--- src/rtl/board_input_ctrl.sv ---
// board_input_ctrl: Avalon-MM slave exposing the board pushbuttons and slide
// switches. Each pin is synchronised and debounced; key presses and switch
// changes are latched as write-1-to-clear edge flags that can raise a
// maskable level interrupt.
module board_input_ctrl #(
  parameter int NUM_KEYS        = 4,
  parameter int NUM_SW          = 10,
  parameter int DEBOUNCE_CYCLES = 50000,
  parameter int SYNC_STAGES     = 2,
  parameter int KEY_ACTIVE_LOW  = 1
) (
  input  logic                clk,
  input  logic                reset,
  input  logic [NUM_KEYS-1:0] key_in,
  input  logic [NUM_SW-1:0]   sw_in,
  input  logic                avs_chipselect,
  input  logic [2:0]          avs_address,
  input  logic                avs_read,
  input  logic                avs_write,
  input  logic [31:0]         avs_writedata,
  output logic [31:0]         avs_readdata,
  output logic                irq,
  output logic [NUM_KEYS-1:0] key_state,
  output logic [NUM_SW-1:0]   sw_state
);

  // Keys occupy the low bits of the combined input vector, switches the high bits.
  localparam int N  = NUM_KEYS + NUM_SW;
  localparam int CW = $clog2(DEBOUNCE_CYCLES);
  localparam logic [CW-1:0] CNT_LAST = CW'(DEBOUNCE_CYCLES - 1);
  localparam logic [N-1:0]  INV_MASK = (KEY_ACTIVE_LOW != 0) ?
                                       {{NUM_SW{1'b0}}, {NUM_KEYS{1'b1}}} : {N{1'b0}};
  localparam logic [31:0]   ID_WORD  = {8'hB1, 8'(NUM_SW), 8'(NUM_KEYS), 8'h01};

  localparam logic [2:0] A_KEY_STATE = 3'd0;
  localparam logic [2:0] A_SW_STATE  = 3'd1;
  localparam logic [2:0] A_KEY_EDGE  = 3'd2;
  localparam logic [2:0] A_SW_EDGE   = 3'd3;
  localparam logic [2:0] A_KEY_MASK  = 3'd4;
  localparam logic [2:0] A_SW_MASK   = 3'd5;
  localparam logic [2:0] A_ID        = 3'd6;

  logic [N-1:0]        sync_q [SYNC_STAGES];
  logic [N-1:0]        synced;
  logic [N-1:0]        stable_q, stable_d;
  logic [CW-1:0]       cnt_q [N];
  logic [CW-1:0]       cnt_d [N];

  logic [NUM_KEYS-1:0] key_rise, key_clr, key_edge_q, key_edge_d, key_mask_q, key_mask_d;
  logic [NUM_SW-1:0]   sw_chg, sw_clr, sw_edge_q, sw_edge_d, sw_mask_q, sw_mask_d;
  logic                wr_en, rd_en;
  logic [31:0]         rd_mux, readdata_q;
  logic                irq_q;

  // Only the low bits of the write data land in registers.
  logic                unused_wdata;
  assign unused_wdata = ^avs_writedata;

  // Synchroniser chain for every raw pin.
  always_ff @(posedge clk or posedge reset) begin
    if (reset) begin
      for (int s = 0; s < SYNC_STAGES; s++) sync_q[s] <= '0;
    end else begin
      sync_q[0] <= {sw_in, key_in};
      for (int s = 1; s < SYNC_STAGES; s++) sync_q[s] <= sync_q[s-1];
    end
  end

  // Keys become 1 = pressed after this polarity fix.
  assign synced = sync_q[SYNC_STAGES-1] ^ INV_MASK;

  // Per-bit debounce: count consecutive mismatching cycles, adopt the synced value on the last one.
  always_comb begin
    stable_d = stable_q;
    for (int i = 0; i < N; i++) begin
      cnt_d[i] = '0;
      if (synced[i] != stable_q[i]) begin
        if (cnt_q[i] == CNT_LAST) stable_d[i] = synced[i];
        else                      cnt_d[i]    = cnt_q[i] + CW'(1);
      end
    end
  end

  // Debounce state registers.
  always_ff @(posedge clk or posedge reset) begin
    if (reset) begin
      stable_q <= '0;
      for (int i = 0; i < N; i++) cnt_q[i] <= '0;
    end else begin
      stable_q <= stable_d;
      for (int i = 0; i < N; i++) cnt_q[i] <= cnt_d[i];
    end
  end

  assign key_state = stable_q[NUM_KEYS-1:0];
  assign sw_state  = stable_q[N-1:NUM_KEYS];

  // Edge flags are set on the same edge the debounced value changes.
  assign key_rise = stable_d[NUM_KEYS-1:0] & ~stable_q[NUM_KEYS-1:0];
  assign sw_chg   = stable_d[N-1:NUM_KEYS] ^  stable_q[N-1:NUM_KEYS];

  assign wr_en = avs_chipselect & avs_write;
  assign rd_en = avs_chipselect & avs_read;

  // Write decode; a new edge wins over a simultaneous clear.
  always_comb begin
    key_clr    = '0;
    sw_clr     = '0;
    key_mask_d = key_mask_q;
    sw_mask_d  = sw_mask_q;
    if (wr_en) begin
      case (avs_address)
        A_KEY_EDGE: key_clr    = avs_writedata[NUM_KEYS-1:0];
        A_SW_EDGE:  sw_clr     = avs_writedata[NUM_SW-1:0];
        A_KEY_MASK: key_mask_d = avs_writedata[NUM_KEYS-1:0];
        A_SW_MASK:  sw_mask_d  = avs_writedata[NUM_SW-1:0];
        default: ;
      endcase
    end
    key_edge_d = (key_edge_q & ~key_clr) | key_rise;
    sw_edge_d  = (sw_edge_q  & ~sw_clr)  | sw_chg;
  end

  // Edge flag and mask registers.
  always_ff @(posedge clk or posedge reset) begin
    if (reset) begin
      key_edge_q <= '0;
      sw_edge_q  <= '0;
      key_mask_q <= '0;
      sw_mask_q  <= '0;
    end else begin
      key_edge_q <= key_edge_d;
      sw_edge_q  <= sw_edge_d;
      key_mask_q <= key_mask_d;
      sw_mask_q  <= sw_mask_d;
    end
  end

  // Read mux over current register values, so a same-cycle write is not visible yet.
  always_comb begin
    rd_mux = '0;
    case (avs_address)
      A_KEY_STATE: rd_mux = 32'(stable_q[NUM_KEYS-1:0]);
      A_SW_STATE:  rd_mux = 32'(stable_q[N-1:NUM_KEYS]);
      A_KEY_EDGE:  rd_mux = 32'(key_edge_q);
      A_SW_EDGE:   rd_mux = 32'(sw_edge_q);
      A_KEY_MASK:  rd_mux = 32'(key_mask_q);
      A_SW_MASK:   rd_mux = 32'(sw_mask_q);
      A_ID:        rd_mux = ID_WORD;
      default:     rd_mux = '0;
    endcase
  end

  // Registered read data (holds between reads) and registered interrupt.
  always_ff @(posedge clk or posedge reset) begin
    if (reset) begin
      readdata_q <= '0;
      irq_q      <= 1'b0;
    end else begin
      if (rd_en) readdata_q <= rd_mux;
      irq_q <= (|(key_edge_q & key_mask_q)) | (|(sw_edge_q & sw_mask_q));
    end
  end

  assign avs_readdata = readdata_q;
  assign irq          = irq_q;

endmodule

--- config.mk ---
export PLATFORM = sky130hd
export DESIGN_NAME = board_input_ctrl
export DESIGN_NICKNAME = d
export VERILOG_FILES = /design/src/rtl/board_input_ctrl.sv
export SDC_FILE = /design/constraint.sdc
export NUM_CORES = 1
export LEC_CHECK = 0
export CAP_MARGIN = 20
export CORE_MARGIN = 8
export CORE_UTILIZATION = 60
export CTS_CLUSTER_DIAMETER = 150
export DETAILED_ROUTE_END_ITERATION = 6
export PLACE_DENSITY = 0.81
export SLEW_MARGIN = 20
export SYNTH_ARGS = -nofsm -noshare
export SYNTH_HDL_FRONTEND = slang
export SYNTH_SLANG_ARGS = --single-unit
--- constraint.sdc ---
create_clock -name clk -period 15.2 [get_ports clk]
set_input_delay 1.52 -clock clk [delete_from_list [all_inputs] [get_ports clk]]
set_output_delay 1.52 -clock clk [all_outputs]
set_load 0.02 [all_outputs]
Word-level counts from Yosys, hierarchy flattened

Index checks and enable logic that the tools add are counted.

$add $sub $neg: 14
Multipliers: 0
Div/mod/pow operators: 0
Magnitude comparators: 0
Eq/ne operators: 34
Shift operators: 0
Mux-type cells: 61
Bitwise gates (word level): 15
Reductions and logical operators: 5

Operators by type and width:

| operator              | number |
|---|---|
| $mux 16               | 28 |
| $add 16x1->16 const B | 14 |
| $eq 16x16->1 const B  | 14 |
| $pmux 32 s7           | 1 |
| $mux 1                | 28 |
| $and 10x10->10        | 2 |
| $mux 10               | 2 |
| $ne 1x1->1            | 14 |
| $and 4x4->4           | 3 |
| $not 4->4             | 3 |
| $not 10->10           | 1 |
| $or 10x10->10         | 1 |
| $reduce_or 10->1      | 1 |
| $xor 10x10->10        | 1 |
| $eq 3x3->1 const B    | 3 |
| $mux 4                | 2 |
| $eq 3x2->1 const B    | 2 |
| $or 4x4->4            | 1 |
| $reduce_and 2->1      | 2 |
| $reduce_or 4->1       | 1 |
| $eq 3x1->1 const B    | 1 |
| $logic_not 3->1       | 1 |
| $and 1x1->1           | 2 |
| $or 1x1->1            | 1 |

Bits in registers: 327
Bits in latches: 0
Memory bits (writable): 0
Memory bits (read-only): 0
Bits of input ports: 54
Output and inout port bits: 47
Logic and storage cells: 152
Memories: 0

Depth between registers and ports, before layout

Gate-level depths: netlist of the first run.

Depth in word-level cells: 6
Depth in mapped cells: 6
Gate-level depth less buffers: 5

Least setup slack after synthesis of the first run

No wires, ideal clock.

Path type: input-to-reg
Start point: input port avs_address[2]
End point: register key_mask_q[0]
Setup time: 0.125 ns
Arrival time: 2.653 ns
Data required time: 15.075 ns
Setup slack: 12.422 ns
Stages on the path: 5
Buffers on the path: 2
Path through: buf_2 nor2b_1 buf_2 nor3b_2 mux2_2

Longest elaborated chain between the ends: 2

Ends and longest elaborated chain:

| what                              | line | text |
|---|---|---|
| start: declaration                | 17   | `input logic [2:0] avs_address,` |
| $eq 3x3->1                        | 112  | `case (avs_address)` |
| $reduce_and 2->1 (no source line) | n/a  |  |
| end signal: assignment            | 134  | `key_mask_q <= key_mask_d;` |
| end: declaration                  | 49   | `logic [NUM_KEYS-1:0] key_rise, key_clr, key_edge_q, key_edge_d, key_mask_q, key_mask_d;` |

No other way between the ends.
A chain may end at the register's enable or synchronous reset.

==> flow_metrics.py, run 1 <==
metrics = {
    "synthesis": {
        "synth_edf_count": 0,
        "syn_inst": 1395,
        "synth_area_um2": 14480,
        "synth_warnings": 0,
        "async_flop_share_pct": 100.0,
        "synth_cell_type_count": 48,
        "synth-seq-cells": 306,
        "syn_avg_cell_area_um2": 10.38,
        "ys.flop_type": "dfrtp_1",
        "yosysSeqAreaShare_pct": 52.90,
    },
    "routing": {
        "drc_errors": 0,
        "drtIter0Drc": 734,
        "ant_nets": 0,
        "drt_wl_total_um": 29500,
        "drt-pass1-iter-count": 5,
        "wl_per_cell_um": 16.30,
        "via_count": 10343,
        "vias_per_cell": 5.714,
    },
    "pwr": {
        "powerDensity_nw_per_um2": 109.0,
        "p_leak_nw": 6.679,
        "ir_drop_uv": 95.57,
        "combinationalPowerShare_pct": 5.9,
        "total_power_w": 0.001787,
        "p_sw_share_pct": 22.58,
        "power.internal_w": 0.001384,
        "clkPwrFrac_pct": 45.6,
        "seq_power_share_pct": 48.5,
        "switching_power_w": 0.0004037,
    },
    "worst_setup_path": {
        "cp-start-kind": "primary input",
        "endpoint_kind": "async pin",
        "path_max_fanout": 101,
        "worstPathRequired_ps": 15730,
        "cp.arrival_ps": 4230,
        "criticalPathCategory": "primary input to async pin",
    },
    "floorplanning": {
        "rows": 57,
        "fp.dieH_um": 171.3,
        "ios": 101,
        "core_um2": 24030,
        "fp.dieW_um": 171.3,
        "start_util_pct": 60.23,
        "die_area_um2": 29350,
    },
    "grt": {
        "grt_use_total_pct": 20.17,
        "grt_overflow_total": 0,
        "grt_pass1_vias": 10229,
        "antenna_found_initial": 0,
        "grt_max_degree": 102,
        "grt_pass1_wl_um": 49200,
    },
    "clock_tree": {
        "clock_latency_ps": 560,
        "ctsHtreeMaxLevel": 1,
        "cts_tree": "built",
        "cts_setup_buffers": 0,
        "hold_buffers": 0,
        "cts.path.max_buffers": 3,
        "cts_root_buf": "clkbuf_16",
        "ctsResizeCount": 0,
        "path_clk_slew_ps": 60,
        "clock-sinks": 306,
        "cts_buffers": 31,
    },
    "cells_and_area": {
        "num_antenna_cells": 0,
        "final_layout_size_suffix_gt1_share_pct": 6.595,
        "layout.cells.non_filler": 1810,
        "nNetsFinal": 1532,
        "synthToLayoutAreaGrowth_pct": 13.24,
    },
    "sta": {
        "finalCritPeriodShare_pct": 24.33,
        "hold_violations": 0,
        "fin_setup_tns_ps": 0,
        "setup_viol": 0,
        "drv_slew": 0,
        "tightest_slew_ps": 1032,
        "fin_crit_ps": 3698,
        "fmax_mhz": 270.4,
        "finalClockSkew_ps": 22.05,
        "slew_headroom_pct": 30.97,
        "rsz0062_at_grt": "no",
    },
    "placement": {
        "post-place-cells": 1755,
        "port_buffers": 63,
        "hpwl_um": 20010,
        "place_congestion": 0.9154,
    },
    "min_path": {
        "hold_path_class": "register to register",
    },
    "run": {
        "drv_cap": 0,
    },
    "status": {
        "outcome": "finished, final reports clean",
    },
}
kinds of logic after synthesis:
logic type / after synthesis / synth area share (%)
buffers and inverters: 101 / 3.578
xor gates and xnor gates: 208 / 12.59
adders and majority gates: 14 / 1.210
AOI/OAI and AO/OA: 73 / 5.039
other: 1 / 0.02591
DFF: 306 / 52.90
and+or+nand+nor: 657 / 21.95
muxes: 35 / 2.714
Yosys cell counts, types with 11 or more instances:
library cell	instances	area share, %
dfrtp_1	306	53
nor2_1	265	6.9
xnor2_1	176	11
nand2_1	90	2.3
nand3_1	71	2.5
nor4_1	67	2.9
inv_1	57	1.5
nand4_1	52	2.2
nor3_1	49	1.7
xor2_1	32	1.9
buf_4	24	1.2
mux2_2	24	1.9
o21ai_0	20	0.69
a22o_1	19	1.1
ha_1	14	1.2
nor4b_1	12	0.73
or3_1	11	0.48
flip-flops by register name, summed over array words and instances (netlist names):
register	flops
stable_q	14
sync_q	28
avs_readdata	11
sw_edge_q	10
key_mask_q	4
sw_mask_q	10
irq	1
cnt_q	224
key_edge_q	4
layer usage:
metal | GRT usage [%] | up-vias | part of all wire, %
li1 | - | 4906 | -
met1 | 26.55 | 5119 | 44
met3 | 3.007 | 64 | 5.2
met2 | 33.77 | 254 | 48
met4 | 7.108 | 0 | 2.9
met5 | 0 | - | 0
power groups by stage:
stage	combinational, W	sequential, W	clock (W)
global placement	0.000101	0.000880	0
global route	0.000118	0.000870	0.000858
CTS	0.000106	0.000866	0.000829
finish	0.000105	0.000868	0.000815
floorplan	0.0000727	0.000877	0
detailed placement	0.000105	0.000880	0
worst max-delay path: stages:
cell and delay (ps):
clkdlybuf4s50_1 490, inv_8 520, buf_4 740, buf_4 880
area by class of cell:
cell class | instances | area (um2)
sequential | 306 | 7657
fill | 1816 | 7642
multi-input combinational | 1002 | 6352
clock buffer | 40 | 859.6
timing repair buffer | 66 | 653.1
tap | 324 | 405.4
clock inverter | 15 | 242.7
inverter | 57 | 221.5
per-stage QoR:
| step | hold slack (ps) | area [um2] | worst slack [ps] | utilization, % |
|---|---|---|---|---|
| 3_5_place_dp | 334.7 | 15290 | 10800 | 63.62 |
| 3_3_place_gp | 332.3 | 15290 | 10820 | 63.62 |
| 4_1_cts | 349.2 | 16390 | 11380 | 68.20 |
| 2_1_floorplan | 331.2 | 14530 | 5221 | - |
| 5_1_grt | 356.6 | 16390 | 11040 | 68.20 |
| 6_report | 346.3 | 16390 | 11500 | 68.20 |
path summary, 6_finish.rpt:
check                          startpoint           end  slack (ps)  depth (start not counted)
hold / removal                 sync_q[27]    sync_q[13]         350                          0
setup reg to reg               cnt_q[140]    cnt_q[130]       13070                          4
setup / recovery                    reset     cnt_q[51]       11500                          4
max in group clk           avs_address[2]  sw_mask_q[6]       11530                          4
min in group asynchronous           reset    sync_q[14]        1490                          2
hold reg to reg                sync_q[27]    sync_q[13]         350                          0
layout by cell type, fill, tap and decap left out, types with 4 or more instances in the layout:
cell	synthesis	layout
dfrtp_1	306	306
nor2_1	265	265
xnor2_1	176	176
nand2_1	90	90
nand3_1	71	71
nor4_1	67	67
clkdlybuf4s50_1	0	63
inv_1	57	56
nand4_1	52	52
nor3_1	49	49
xor2_1	32	32
clkbuf_16	0	31
mux2_2	24	24
o21ai_0	20	20
a22o_1	19	19
conb_1	1	15
ha_1	14	14
nor4b_1	12	12
or3_1	11	11
o41ai_4	10	10
mux2i_1	10	10
and3_1	8	8
nand3b_1	8	8
nor4bb_1	7	7
bufinv_16	0	6
and2_1	5	5
clkbuf_8	0	5
o31ai_1	4	4
a22oi_1	4	4
clkbuf_1	6	4
clkinv_2	0	4
(Power assumes the default switching activity.)
==> inputs of run 2 (changes only) <==
--- a/config.mk
+++ b/config.mk
@@ -7,10 +7,10 @@
 export LEC_CHECK = 0
 export CAP_MARGIN = 20
 export CORE_MARGIN = 8
-export CORE_UTILIZATION = 60
+export CORE_UTILIZATION = 53
 export CTS_CLUSTER_DIAMETER = 150
 export DETAILED_ROUTE_END_ITERATION = 6
-export PLACE_DENSITY = 0.81
+export PLACE_DENSITY = 0.76
 export SLEW_MARGIN = 20
 export SYNTH_ARGS = -nofsm -noshare
 export SYNTH_HDL_FRONTEND = slang
==> constraint.sdc (replaced) <==
create_clock -name clk -period 3 [get_ports clk]
set_input_delay 0.3 -clock clk [delete_from_list [all_inputs] [get_ports clk]]
set_output_delay 0.3 -clock clk [all_outputs]
set_load 0.02 [all_outputs]
==> run 2 against run 1 <==
  * Die area is 12% higher
  * Sequential share of layout area shrank 0.66 points
  * Register-to-register slack lost 12000 ps
  * Sequential power rose to 5.1 times the previous value
  * Non-clock buffer count grew 12
  * Cell count is 1.8% higher
  * Cell area up 1.4%
  * Global-route usage decreased by 2.3 points
  * Clock-buffer cell count grew 11
  * Worst setup slack got worse by 11000 ps
  * Critical path depth unchanged
==> flow_metrics.py, run 2 (same netlist as run 1, synthesis figures left out) <==
metrics = {
    "status": {
        "outcome": "finished, final reports clean",
    },
    "grt": {
        "grt_pass1_vias": 10228,
        "antenna_found_initial": 2,
        "grt_overflow_total": 0,
        "grt_max_degree": 60,
        "grt_use_total_pct": 17.92,
        "grt_pass1_wl_um": 49890,
    },
    "floorplanning": {
        "die_area_um2": 32860,
        "core_um2": 26880,
        "fp.dieW_um": 181.3,
        "start_util_pct": 53.86,
        "rows": 60,
        "fp.dieH_um": 181.3,
        "ios": 101,
    },
    "pwr": {
        "powerDensity_nw_per_um2": 548.4,
        "power.internal_w": 0.007081,
        "ir_drop_uv": 355.5,
        "switching_power_w": 0.002037,
        "clkPwrFrac_pct": 45.8,
        "seq_power_share_pct": 48.2,
        "combinationalPowerShare_pct": 6.0,
        "p_leak_nw": 6.779,
        "p_sw_share_pct": 22.34,
    },
    "placement": {
        "port_buffers": 63,
        "placed_cell_area_um2": 15480,
        "preCtsSetupSlack_ps": 577.4,
        "hpwl_um": 20300,
        "place_congestion": 0.8964,
    },
    "routing": {
        "drtIter0Drc": 585,
        "wl_per_cell_um": 15.89,
        "drc_errors": 0,
        "drt_wl_total_um": 29280,
        "vias_per_cell": 5.544,
        "ant_nets": 0,
        "drt-pass1-iter-count": 5,
        "via_count": 10217,
    },
    "min_path": {
        "whs_endpoint": "sync_q[22]",
        "hold_start": "sw_in[4]",
        "worstHoldPathCells": 1,
        "hold_path_class": "primary input to register",
    },
    "worst_setup_path": {
        "path_max_fanout": 16,
        "worstReg2RegStart": "cnt_q[60]",
        "r2r-end": "cnt_q[58]",
        "cpPeakStageDelay_ps": 880,
        "criticalPathCategory": "register to register",
        "cp-start-kind": "register",
        "reg2reg_slack_ps": 880,
        "cp.arrival_ps": 2480,
        "path_cells": "nor4b_1, nand3b_1, o41ai_4, nor2_1",
        "worstPathRequired_ps": 3350,
        "critPathSlowestCell": "o41ai_4",
        "endpoint_kind": "register",
        "reg2reg_depth": 4,
    },
    "cells_and_area": {
        "nNetsFinal": 1547,
        "fin_area_um2": 16630,
        "layout_commonest_cell": "dfrtp_1",
        "synthToLayoutAreaGrowth_pct": 14.86,
        "reg.largest.list": "cnt_q (224), sync_q (28), stable_q (14)",
        "final_layout_size_suffix_gt1_share_pct": 7.328,
        "largest_reg_flops": 224,
        "fill_cells": 2113,
        "largest_register": "cnt_q",
        "final_cell_mix": "dfrtp_1 (306), nor2_1 (265), xnor2_1 (176), nand2_1 (90), nand3_1 (71)",
        "final_util_pct": 61.86,
    },
    "clock_tree": {
        "ctsResizeCount": 0,
        "cts_buffers": 34,
        "clock_latency_ps": 510,
        "clock-sinks": 306,
        "hold_buffers": 0,
        "ctsHtreeMaxLevel": 2,
        "cts_tree": "built",
        "cts.path.max_buffers": 3,
        "path_clk_slew_ps": 60,
        "cts_setup_buffers": 0,
        "cts_root_buf": "clkbuf_16",
    },
    "sta": {
        "rsz0062_at_grt": "no",
        "setup_viol": 0,
        "finalCritPeriodShare_pct": 70.80,
        "slew_headroom_pct": 39.47,
        "fin_setup_tns_ps": 0,
        "fin_crit_ps": 2124,
        "hold_slack_ps": 234.2,
        "finalClockSkew_ps": 12.16,
        "fin_ws_ps": 876.0,
        "fmax_mhz": 470.8,
        "drv_slew": 0,
        "hold_violations": 0,
        "tightest_slew_ps": 904.9,
    },
    "run": {
        "drv_cap": 0,
    },
}
[run 2: changes by cell type in the layout (fill, tap and decap cells not counted), moves of 2 or more]
cell        delta
clkinv_4       -2
inv_6          -2
bufinv_16      -4
clkinvlp_4     +2
clkbuf_16      +6
buf_12         +7
clkbuf_8       +2
buf_4          +5
clkbuf_1       +3
[run 2: worst max-delay path by stage]
| stage | slack, ps | to | from |
|---|---|---|---|
| 2_1_floorplan | -1370 | avs_readdata[0] | reset |
| 4_1_cts | 870 | cnt_q[130] | cnt_q[140] |
| 3_3_place_gp | 610 | sw_mask_q[8] | avs_address[2] |
| 3_5_place_dp | 580 | sw_mask_q[6] | avs_address[2] |
| 6_report | 880 | cnt_q[58] | cnt_q[60] |
| 5_1_grt | 660 | cnt_q[58] | cnt_q[60] |
[run 2: final cells by class]
cell class | count | area, um2 | share of cell area, %
antenna | 1 | 2.502 | 0.01505
clock buffer | 51 | 1049 | 6.306
clock inverter | 7 | 90.09 | 0.5418
inverter | 57 | 217.7 | 1.309
multi-input combinational | 1002 | 6352 | 38.21
sequential | 306 | 7657 | 46.06
tap | 341 | 426.7 | 2.566
timing repair buffer | 78 | 830.8 | 4.997
[run 2: worst max-delay path: cells and delay by family (launching register included)]
kind | cells | cell delay, ps
and+or+nand+nor | 3 | 680
AOI/OAI and AO/OA | 1 | 880
DFF | 1 | 410
[run 2: power groups by stage]
stage / logic, W / registers (W) / clock network [W]
final: 0.000545 / 0.00439 / 0.00418
after global routing: 0.000615 / 0.00441 / 0.00442
after CTS: 0.000555 / 0.00439 / 0.00428
after detailed placement: 0.000550 / 0.00446 / 0
after global placement: 0.000539 / 0.00446 / 0
after floorplan: 0.000369 / 0.00444 / 0
[run 2: layer usage]
metal | wire [um] | track usage [%] | up-vias
met5 | 13 | 0 | -
met4 | 765 | 5.641 | 2
met3 | 1302 | 3.149 | 64
met2 | 13780 | 29.11 | 215
met1 | 13420 | 24.17 | 4987
li1 | - | - | 4949
[run 2: metrics by stage]
stage / instances / total power [W]
6_report: 1843 / 0.009118
5_1_grt: 1843 / 0.009442
4_1_cts: 1842 / 0.009221
3_5_place_dp: 1784 / 0.005014
3_3_place_gp: 1784 / 0.004998
2_1_floorplan: 1409 / 0.004814
==> inputs of run 3 (changes only) <==
==> constraint.sdc (replaced) <==
create_clock -name clk -period 1.9 [get_ports clk]
set_input_delay 0.19 -clock clk [delete_from_list [all_inputs] [get_ports clk]]
set_output_delay 0.19 -clock clk [all_outputs]
set_load 0.02 [all_outputs]
==> run 3 against run 2 <==
  * Total power rose by 63%
  * First-iteration DRC count increased by 9.7%
  * Clock-buffer cell count fell by 3
  * Clock skew grew 5.4 ps
  * Combinational power grew 66%
  * Worst setup slack worse by 820 ps
  * Die area is the same
==> flow_metrics.py, run 3 (same netlist as run 1, synthesis figures left out) <==
metrics = {
    "status": {
        "outcome": "finished, final reports clean",
    },
    "placement": {
        "placed_cell_area_um2": 16020,
        "port_buffers": 63,
        "hpwl_um": 21400,
        "place_congestion": 0.8586,
    },
    "clock_tree": {
        "clock_latency_ps": 510,
        "cts_tree": "built",
        "cts_root_buf": "clkbuf_16",
        "clock-sinks": 306,
        "path_clk_slew_ps": 60,
        "cts_setup_buffers": 0,
        "cts.path.max_buffers": 3,
        "ctsHtreeMaxLevel": 2,
        "hold_buffers": 0,
        "cts_buffers": 35,
    },
    "worst_setup_path": {
        "critPathSlowestCell": "clkdlybuf4s50_1",
        "criticalPathCategory": "register to output pin",
        "path_max_fanout": 5,
        "cpPeakStageDelay_ps": 670,
        "cp-start-kind": "register",
        "cp.arrival_ps": 1660,
        "critical-path-top-delay-family": "buffers and inverters",
        "critPathBufInv": 1,
        "endpoint_kind": "output pin",
        "worstPathRequired_ps": 1710,
        "path_cells": "clkdlybuf4s50_1",
    },
    "cells_and_area": {
        "final_layout_size_suffix_gt1_share_pct": 12.92,
        "reg.largest.list": "cnt_q (224), sync_q (28), stable_q (14)",
        "final_util_pct": 64.55,
        "num_antenna_cells": 0,
        "largest_register": "cnt_q",
        "fin_area_um2": 17350,
        "fill_cells": 2050,
        "nNetsFinal": 1621,
        "largest_reg_flops": 224,
        "layout_commonest_cell": "dfrtp_1",
        "synthToLayoutAreaGrowth_pct": 19.85,
        "final_cell_mix": "dfrtp_1 (306), nor2_1 (265), xnor2_1 (176), nand2_1 (90), buf_4 (80)",
    },
    "sta": {
        "finalClockSkew_ps": 17.54,
        "finalCritPeriodShare_pct": 97.15,
        "tightest_slew_ps": 533.2,
        "fin_crit_ps": 1846,
        "drv_slew": 0,
        "slew_headroom_pct": 64.45,
        "setup_viol": 0,
        "fmax_mhz": 541.8,
        "hold_violations": 0,
    },
    "pwr": {
        "powerDensity_nw_per_um2": 854.9,
        "p_leak_nw": 7.338,
        "ir_drop_uv": 622.4,
    },
    "run": {
        "drv_cap": 0,
    },
    "floorplanning": {
        "fp.dieH_um": 181.3,
        "start_util_pct": 53.86,
        "rows": 60,
        "ios": 101,
        "core_um2": 26880,
        "die_area_um2": 32860,
        "fp.dieW_um": 181.3,
    },
    "grt": {
        "antenna_found_initial": 1,
        "grt_use_total_pct": 18.29,
        "grt_overflow_total": 0,
        "grt_pass1_vias": 10551,
        "grt_pass1_wl_um": 51160,
        "grt_max_degree": 103,
    },
    "routing": {
        "drc_errors": 0,
        "wl_per_cell_um": 15.69,
        "drt_wl_total_um": 30130,
        "drt-pass1-iter-count": 5,
        "drtIter0Drc": 642,
        "ant_nets": 0,
        "via_count": 10537,
        "vias_per_cell": 5.488,
    },
    "min_path": {
        "hold_path_class": "primary input to register",
    },
}
run 3: cell types whose count changed in the layout (fill, tap and decap cells not counted), sizes merged, moves of 2 or more:
cell,delta
inv,+5
clkbuf,-3
buf,+73
bufinv,+2
clkdlybuf4s50,-9
dlymetal6s2s,+8
run 3: worst paths after layout:
path / cells after the start / end / slack, ps / startpoint
max: 1 / sw_state[3] / 50 / stable_q[7]
min: 1 / sync_q[22] / 110 / sw_in[4]
max reg2reg: 4 / stable_q[5] / 80 / cnt_q[138]
min reg2reg: 0 / sync_q[3] / 350 / sync_q[17]
max in group asynchronous: 4 / sync_q[17] / 1190 / reset
min in group asynchronous: 3 / cnt_q[128] / 160 / reset
run 3: per-layer routing:
layer / wire length [um] / vias up / global-route usage (%)
met5: 13 / - / 0
met1: 13640 / 5174 / 24.26
met2: 14410 / 202 / 30.27
met3: 1281 / 64 / 3.290
li1: - / 5095 / -
met4: 782 / 2 / 5.543
run 3: power by group:
| part | switching (W) | leakage, nW | internal [W] | total, W |
|---|---|---|---|---|
| Clock | 0.00264 | 0.598 | 0.00435 | 0.00699 |
| Combinational | 0.000502 | 2.60 | 0.000402 | 0.000904 |
| Sequential | 0.000204 | 4.14 | 0.00674 | 0.00694 |
| Total | 0.00335 | 7.34 | 0.0115 | 0.0148 |
run 3: layout make-up:
type,count,area (um2),area share (%)
Sequential cell,306,7657,44.14
Clock buffer,48,1025,5.907
Timing Repair Buffer,151,1393,8.027
Tap cell,341,426.7,2.459
Multi-Input combinational cell,1002,6427,37.05
Inverter,57,217.7,1.255
Clock inverter,15,201.4,1.161
run 3: timing repair:
action                                  in CTS  in global routing
pin swaps                                    0                  1
gates resized for setup                      1                 22
endpoints found under the setup margin       1                 75
run 3: worst register-to-register path, stage by stage, from the launching register on:
cell and delay, ps:
dfrtp_1 420, or3_1 470, nor4_2 340, buf_4 170, mux2_2 320
run 3: stage by stage:
| step | setup WS, ps | hold slack, ps | total power [W] | setup TNS (ps) | cells |
|---|---|---|---|---|---|
| global placement | 7.672 | 332.7 | 0.007927 | 0 | 1857 |
| detailed placement | 44.39 | 335.5 | 0.007959 | 0 | 1857 |
| floorplan | -2361 | 221.4 | 0.007600 | -722460 | 1409 |
| finish | 54.21 | 109.7 | 0.01483 | 0 | 1920 |
| global route | -1.535 | 100.8 | 0.01536 | -1.535 | 1920 |
| CTS | 8.781 | 95.88 | 0.01499 | 0 | 1920 |
